**src/rtl/mem_access.sv**
```systemverilog
// Load/store data-bus access unit: lane steering, bus handshake with timeout, load extension.
// Optional build macro MISALIGN_CHECK_EN enables misaligned half/word rejection.
module mem_access #(
    parameter int unsigned TIMEOUT = 16
) (
    input  logic        clk,
    input  logic        rst,
    input  logic        req_valid,
    output logic        req_ready,
    input  logic        is_store,
    input  logic [2:0]  funct3,
    input  logic [31:0] mem_address,
    input  logic [31:0] store_data,
    output logic        bus_req,
    output logic        bus_we,
    output logic [31:0] bus_addr,
    output logic [31:0] bus_wdata,
    output logic [3:0]  bus_be,
    input  logic        bus_ack,
    input  logic [31:0] bus_rdata,
    output logic        resp_valid,
    output logic [31:0] load_data,
    output logic        err
);

    localparam int unsigned CW = 8;
    localparam logic [CW-1:0] CNT_LAST = CW'(TIMEOUT - 1);

    typedef enum logic [1:0] {
        IDLE   = 2'd0,
        ACCESS = 2'd1,
        RESP   = 2'd2
    } state_t;

    state_t        state, state_nxt;
    logic [CW-1:0] cnt, cnt_nxt;
    logic          req_ready_nxt;
    logic          bus_req_nxt;
    logic          resp_valid_nxt;
    logic          err_nxt;
    logic [31:0]   load_nxt;

    logic          st_q;
    logic [2:0]    f3_q;
    logic [1:0]    lo_q;

    logic          accept_c;
    logic          misalign_c;
    logic [3:0]    be_c;
    logic [31:0]   wdata_c;
    logic [31:0]   rd_ext_c;
    logic [7:0]    rd_byte_c;
    logic [15:0]   rd_half_c;

    assign accept_c = req_valid & req_ready;

`ifdef MISALIGN_CHECK_EN
    assign misalign_c = ((funct3[1:0] == 2'b01) && mem_address[0]) ||
                        (funct3[1] && (mem_address[1:0] != 2'b00));
`else
    assign misalign_c = 1'b0;
`endif

    // Byte enables and lane-replicated write data derived from the incoming request
    always_comb begin
        be_c    = 4'b1111;
        wdata_c = store_data;
        case (funct3[1:0])
            2'b00: begin
                be_c    = 4'b0001 << mem_address[1:0];
                wdata_c = {4{store_data[7:0]}};
            end
            2'b01: begin
                be_c    = 4'b0011 << {mem_address[1], 1'b0};
                wdata_c = {2{store_data[15:0]}};
            end
            default: begin
                be_c    = 4'b1111;
                wdata_c = store_data;
            end
        endcase
    end

    // Lane select and sign/zero extension of the returned read word
    always_comb begin
        rd_byte_c = bus_rdata[7:0];
        case (lo_q)
            2'd0:    rd_byte_c = bus_rdata[7:0];
            2'd1:    rd_byte_c = bus_rdata[15:8];
            2'd2:    rd_byte_c = bus_rdata[23:16];
            default: rd_byte_c = bus_rdata[31:24];
        endcase
        rd_half_c = lo_q[1] ? bus_rdata[31:16] : bus_rdata[15:0];

        rd_ext_c = bus_rdata;
        case (f3_q[1:0])
            2'b00:   rd_ext_c = f3_q[2] ? {24'd0, rd_byte_c} : {{24{rd_byte_c[7]}}, rd_byte_c};
            2'b01:   rd_ext_c = f3_q[2] ? {16'd0, rd_half_c} : {{16{rd_half_c[15]}}, rd_half_c};
            default: rd_ext_c = bus_rdata;
        endcase
        if (st_q) begin
            rd_ext_c = 32'd0;
        end
    end

    // Next-state and next registered-output logic
    always_comb begin
        state_nxt = state;
        cnt_nxt   = cnt;
        load_nxt  = load_data;
        err_nxt   = err;

        case (state)
            IDLE: begin
                if (accept_c) begin
                    if (misalign_c) begin
                        state_nxt = RESP;
                        err_nxt   = 1'b1;
                        load_nxt  = 32'd0;
                    end else begin
                        state_nxt = ACCESS;
                        cnt_nxt   = '0;
                    end
                end
            end
            ACCESS: begin
                if (bus_ack) begin
                    state_nxt = RESP;
                    load_nxt  = rd_ext_c;
                    err_nxt   = 1'b0;
                end else if (cnt == CNT_LAST) begin
                    state_nxt = RESP;
                    load_nxt  = 32'd0;
                    err_nxt   = 1'b1;
                end else begin
                    cnt_nxt = cnt + CW'(1);
                end
            end
            RESP: begin
                state_nxt = IDLE;
            end
            default: begin
                state_nxt = IDLE;
            end
        endcase

        req_ready_nxt  = (state_nxt == IDLE);
        bus_req_nxt    = (state_nxt == ACCESS);
        resp_valid_nxt = (state_nxt == RESP);
    end

    always_ff @(posedge clk or posedge rst) begin
        if (rst) begin
            state      <= IDLE;
            cnt        <= '0;
            req_ready  <= 1'b0;
            bus_req    <= 1'b0;
            resp_valid <= 1'b0;
            load_data  <= 32'd0;
            err        <= 1'b0;
        end else begin
            state      <= state_nxt;
            cnt        <= cnt_nxt;
            req_ready  <= req_ready_nxt;
            bus_req    <= bus_req_nxt;
            resp_valid <= resp_valid_nxt;
            load_data  <= load_nxt;
            err        <= err_nxt;
        end
    end

    // Request capture; bus fields stay frozen for the whole access
    always_ff @(posedge clk or posedge rst) begin
        if (rst) begin
            bus_we    <= 1'b0;
            bus_addr  <= 32'd0;
            bus_wdata <= 32'd0;
            bus_be    <= 4'd0;
            st_q      <= 1'b0;
            f3_q      <= 3'd0;
            lo_q      <= 2'd0;
        end else if (accept_c) begin
            bus_we    <= is_store;
            bus_addr  <= {mem_address[31:2], 2'b00};
            bus_wdata <= wdata_c;
            bus_be    <= be_c;
            st_q      <= is_store;
            f3_q      <= funct3;
            lo_q      <= mem_address[1:0];
        end
    end

endmodule

```
**config.mk**
```make
export PLATFORM = sky130hd
export DESIGN_NAME = mem_access
export DESIGN_NICKNAME = d
export VERILOG_FILES = /design/src/rtl/mem_access.sv
export SDC_FILE = /design/constraint.sdc
export NUM_CORES = 1
export LEC_CHECK = 0
export CAP_MARGIN = 20
export CORE_MARGIN = 3
export CORE_UTILIZATION = 47
export CTS_BUF_LIST = sky130_fd_sc_hd__clkbuf_16
export DETAILED_ROUTE_END_ITERATION = 7
export PLACE_DENSITY_LB_ADDON = 0.25
export SETUP_SLACK_MARGIN = 0.3
export SYNTH_ARGS = -nofsm -noshare
export SYNTH_HDL_FRONTEND = slang
export SYNTH_SLANG_ARGS = --single-unit
```
**constraint.sdc**
```tcl
create_clock -name clk -period 6.5 [get_ports clk]
set_input_delay 1.3 -clock clk [delete_from_list [all_inputs] [get_ports clk]]
set_output_delay 1.3 -clock clk [all_outputs]
set_load 0.01 [all_outputs]
```
==> flow_summary.yaml <==
status:
  outcome: "completed"
placed_design:
  port_buffers: 206
  place_congestion: 0.829
  dp_hpwl_mm: 10.8
detailed_routing:
  num_vias: 4538
  drt_iter0_markers: 268
  drt-total-wl_mm: 15.4
  ant_nets: 0
  remaining_drc_errors: 0
  wl_per_cell_um: 18.8
  via_per_inst: 5.56
  drtPass1Iterations: 5
timing:
  finClkSkew_ps: 4.71
  rsz0062_at_grt: "no"
  drv_slew: 0
  period_share_pct: 45.8
  hold_viol_final: 0
  fin_tns_setup_ps: 0
  fin_crit_ps: 2980
  tightestPinTransition_ps: 896
  max_freq_ghz: 0.336
  timing.slew.headroom_pct: 40.2
  finalSetupViolCount: 0
clocking:
  post-cts-setup-buffers: 0
  htree_levels: 4
  clkLatencyLatePin_ps: 410
  clk_path_buf_depth: 2
  cts_tree: "built"
  cts_root_buffer: "clkbuf_16"
  post_cts_resized: 0
  cts_hold_buffers: 0
  numCtsBuffers: 17
  clock-sinks: 118
  clk_pin_slew_ps: 50
flow_run:
  max_cap_violations: 0
setup_path:
  critPathSlowestCell: "and2_1"
  critPathLaunchType: "primary input"
  crit_type: "primary input to register"
  cp.buffers_inverters: 1
  path_cells: "clkdlybuf4s50_1 -> and3b_1 -> and2_1 -> a221o_1"
  worst_path_dominant_cell_family: "simple AND/OR/NAND/NOR gates"
  critPathRequiredTime_ps: 6840
  path_max_fanout: 18
  cp.arrival_ps: 3320
  slowest_delay_ps: 600
  endpoint_kind: "register"
final_layout:
  finalNetCount: 768
  diodes: 0
  fin_util_pct: 73.7
  fillers: 801
  seqCellArea_um2: 2950
  drive_above_1_share_pct: 12.0
  area_delta_synth_final_pct: 50.9
  multi_input_area_um2: 2190
floorplanning:
  die-area_um2: 12700
  coreArea_um2: 11000
  row_count: 38
  start_util_pct: 48.8
  io_pins: 209
  die_x_um: 113
  die_y_um: 113
global_route:
  grt_start_max_net_pins: 71
  grt_pass1_vias: 4685
  grt_pass1_wl_mm: 24.3
  grt_usage_pct: 24.4
  antenna_found_initial: 0
  gr-total-overflow: 0
logic_synthesis:
  synth_common_cells: "118 x dfrtp_1, 46 x nand2_1, 42 x mux2_2, 40 x o21ai_0, 31 x mux2i_1"
  synth.avg_cell_area_um2: 11.5
  ys_ff_latch: 118
  async_flop_share_pct: 100
  synth.distinct_cells: 44
  synth_top_cell_area_share_pct: 55.0
  synth_area_um2: 5370
  yosys_warnings: 0
  yosysMostFrequentCell: "dfrtp_1"
  synth_ff_type: "dfrtp_1"
  syn_inst: 467
  synth_edf_count: 0
  synthTopCellsByArea: "dfrtp_1 55%, mux2_2 8.8%, mux2i_1 5.8%, o21ai_0 3.7%, nand2_1 3.2%"
  ys_seq_area_share_pct: 55.0
  yosysTopAreaCell: "dfrtp_1"
power:
  p_leak_nw: 3.44
  ir_drop_mv: 0.288
  p_per_area_nw_per_um2: 476
min_path:
  hold_path.class: "register to register"
## power breakdown
| group | switching [mW] | internal (mW) | leakage [nW] | total [mW] |
|---|---|---|---|---|
| Sequential | 0.235 | 1.06 | 1.46 | 1.30 |
| Combinational | 0.661 | 0.905 | 1.66 | 1.57 |
| Clock | 0.320 | 0.668 | 0.318 | 0.988 |
| Total | 1.22 | 2.63 | 3.44 | 3.85 |
## worst reg2reg max path, cell delays in order (launching register included)
cell and delay [ps]:
dfrtp_1 720, mux4_2 600, and3_1 350, a221o_1 350
## state kept, by name, indices dropped and copies added (netlist names), 2 cells and up
| register | cells |
|---|---|
| cnt | 8 |
| bus_wdata | 32 |
| bus_be | 4 |
| load_data | 32 |
| bus_addr | 30 |
| lo_q | 2 |
| state | 2 |
| f3_q | 3 |
## cells by family after synthesis
| kind of cell | Yosys count | share of synthesized area, % |
|---|---|---|
| DFF | 118 | 55.0 |
| AOI/OAI and AO/OA | 113 | 14.7 |
| and+or+nand+nor | 110 | 9.84 |
| muxes | 75 | 15.4 |
| buffers and inverters | 46 | 4.20 |
| xor gates and xnor gates | 3 | 0.490 |
| adders and majority gates | 1 | 0.233 |
| other | 1 | 0.0699 |
## metrics by stage
step                cells  instance area (um^2)  setup WS, ps  total power, mW  hold slack (ps)
global route          816                  8100          3380             4.07              502
finish                816                  8100          3520             3.85              472
CTS                   815                  8080          3580             3.87              481
detailed placement    783                  7460          3150             2.86              469
global placement      783                  7460          3230             2.82              463
floorplan             468                  5370          2070             2.02              482
## cell usage in the layout (no fill, tap or decap), types with 9 or more instances in the layout
cell type and n:
a21oi_1 19, nor2b_1 9, o21ai_0 40, a221o_1 17, nand2_1 46, mux2i_1 31
nor2_1 25, o2bb2ai_1 14, mux2_2 42, dfrtp_1 118, clkdlybuf4s50_1 206, inv_1 14
clkbuf_16 17
## layout make-up
class | count | share of cell area, %
Tap cell | 140 | 2.16
Timing Repair Buffer | 211 | 26.1
Clock buffer | 17 | 5.25
Clock inverter | 15 | 2.41
Sequential cell | 118 | 36.5
Multi-Input combinational cell | 304 | 27.1
Inverter | 11 | 0.541
## metal layers
layer	share of wire, %	vias up	track usage, %	wire (um)
li1	-	2078	-	-
met1	38	2208	28.6	5860
met2	50	224	39.9	7640
met3	10	28	11.1	1560
met4	1.9	0	8.33	298
met5	0	-	0	0
## worst paths after layout
kind / from / to / depth (start not counted) / slack, ps
min in group asynchronous: rst / bus_addr[15] / 2 / 1450
max in group asynchronous: rst / bus_be[1] / 3 / 3900
min reg2reg: bus_wdata[29] / bus_wdata[29] / 2 / 470
max: bus_ack / load_data[25] / 4 / 3520
max reg2reg: lo_q[1] / load_data[25] / 3 / 4350
min: bus_wdata[29] / bus_wdata[29] / 2 / 470
Power figures use the tool's default switching activity.
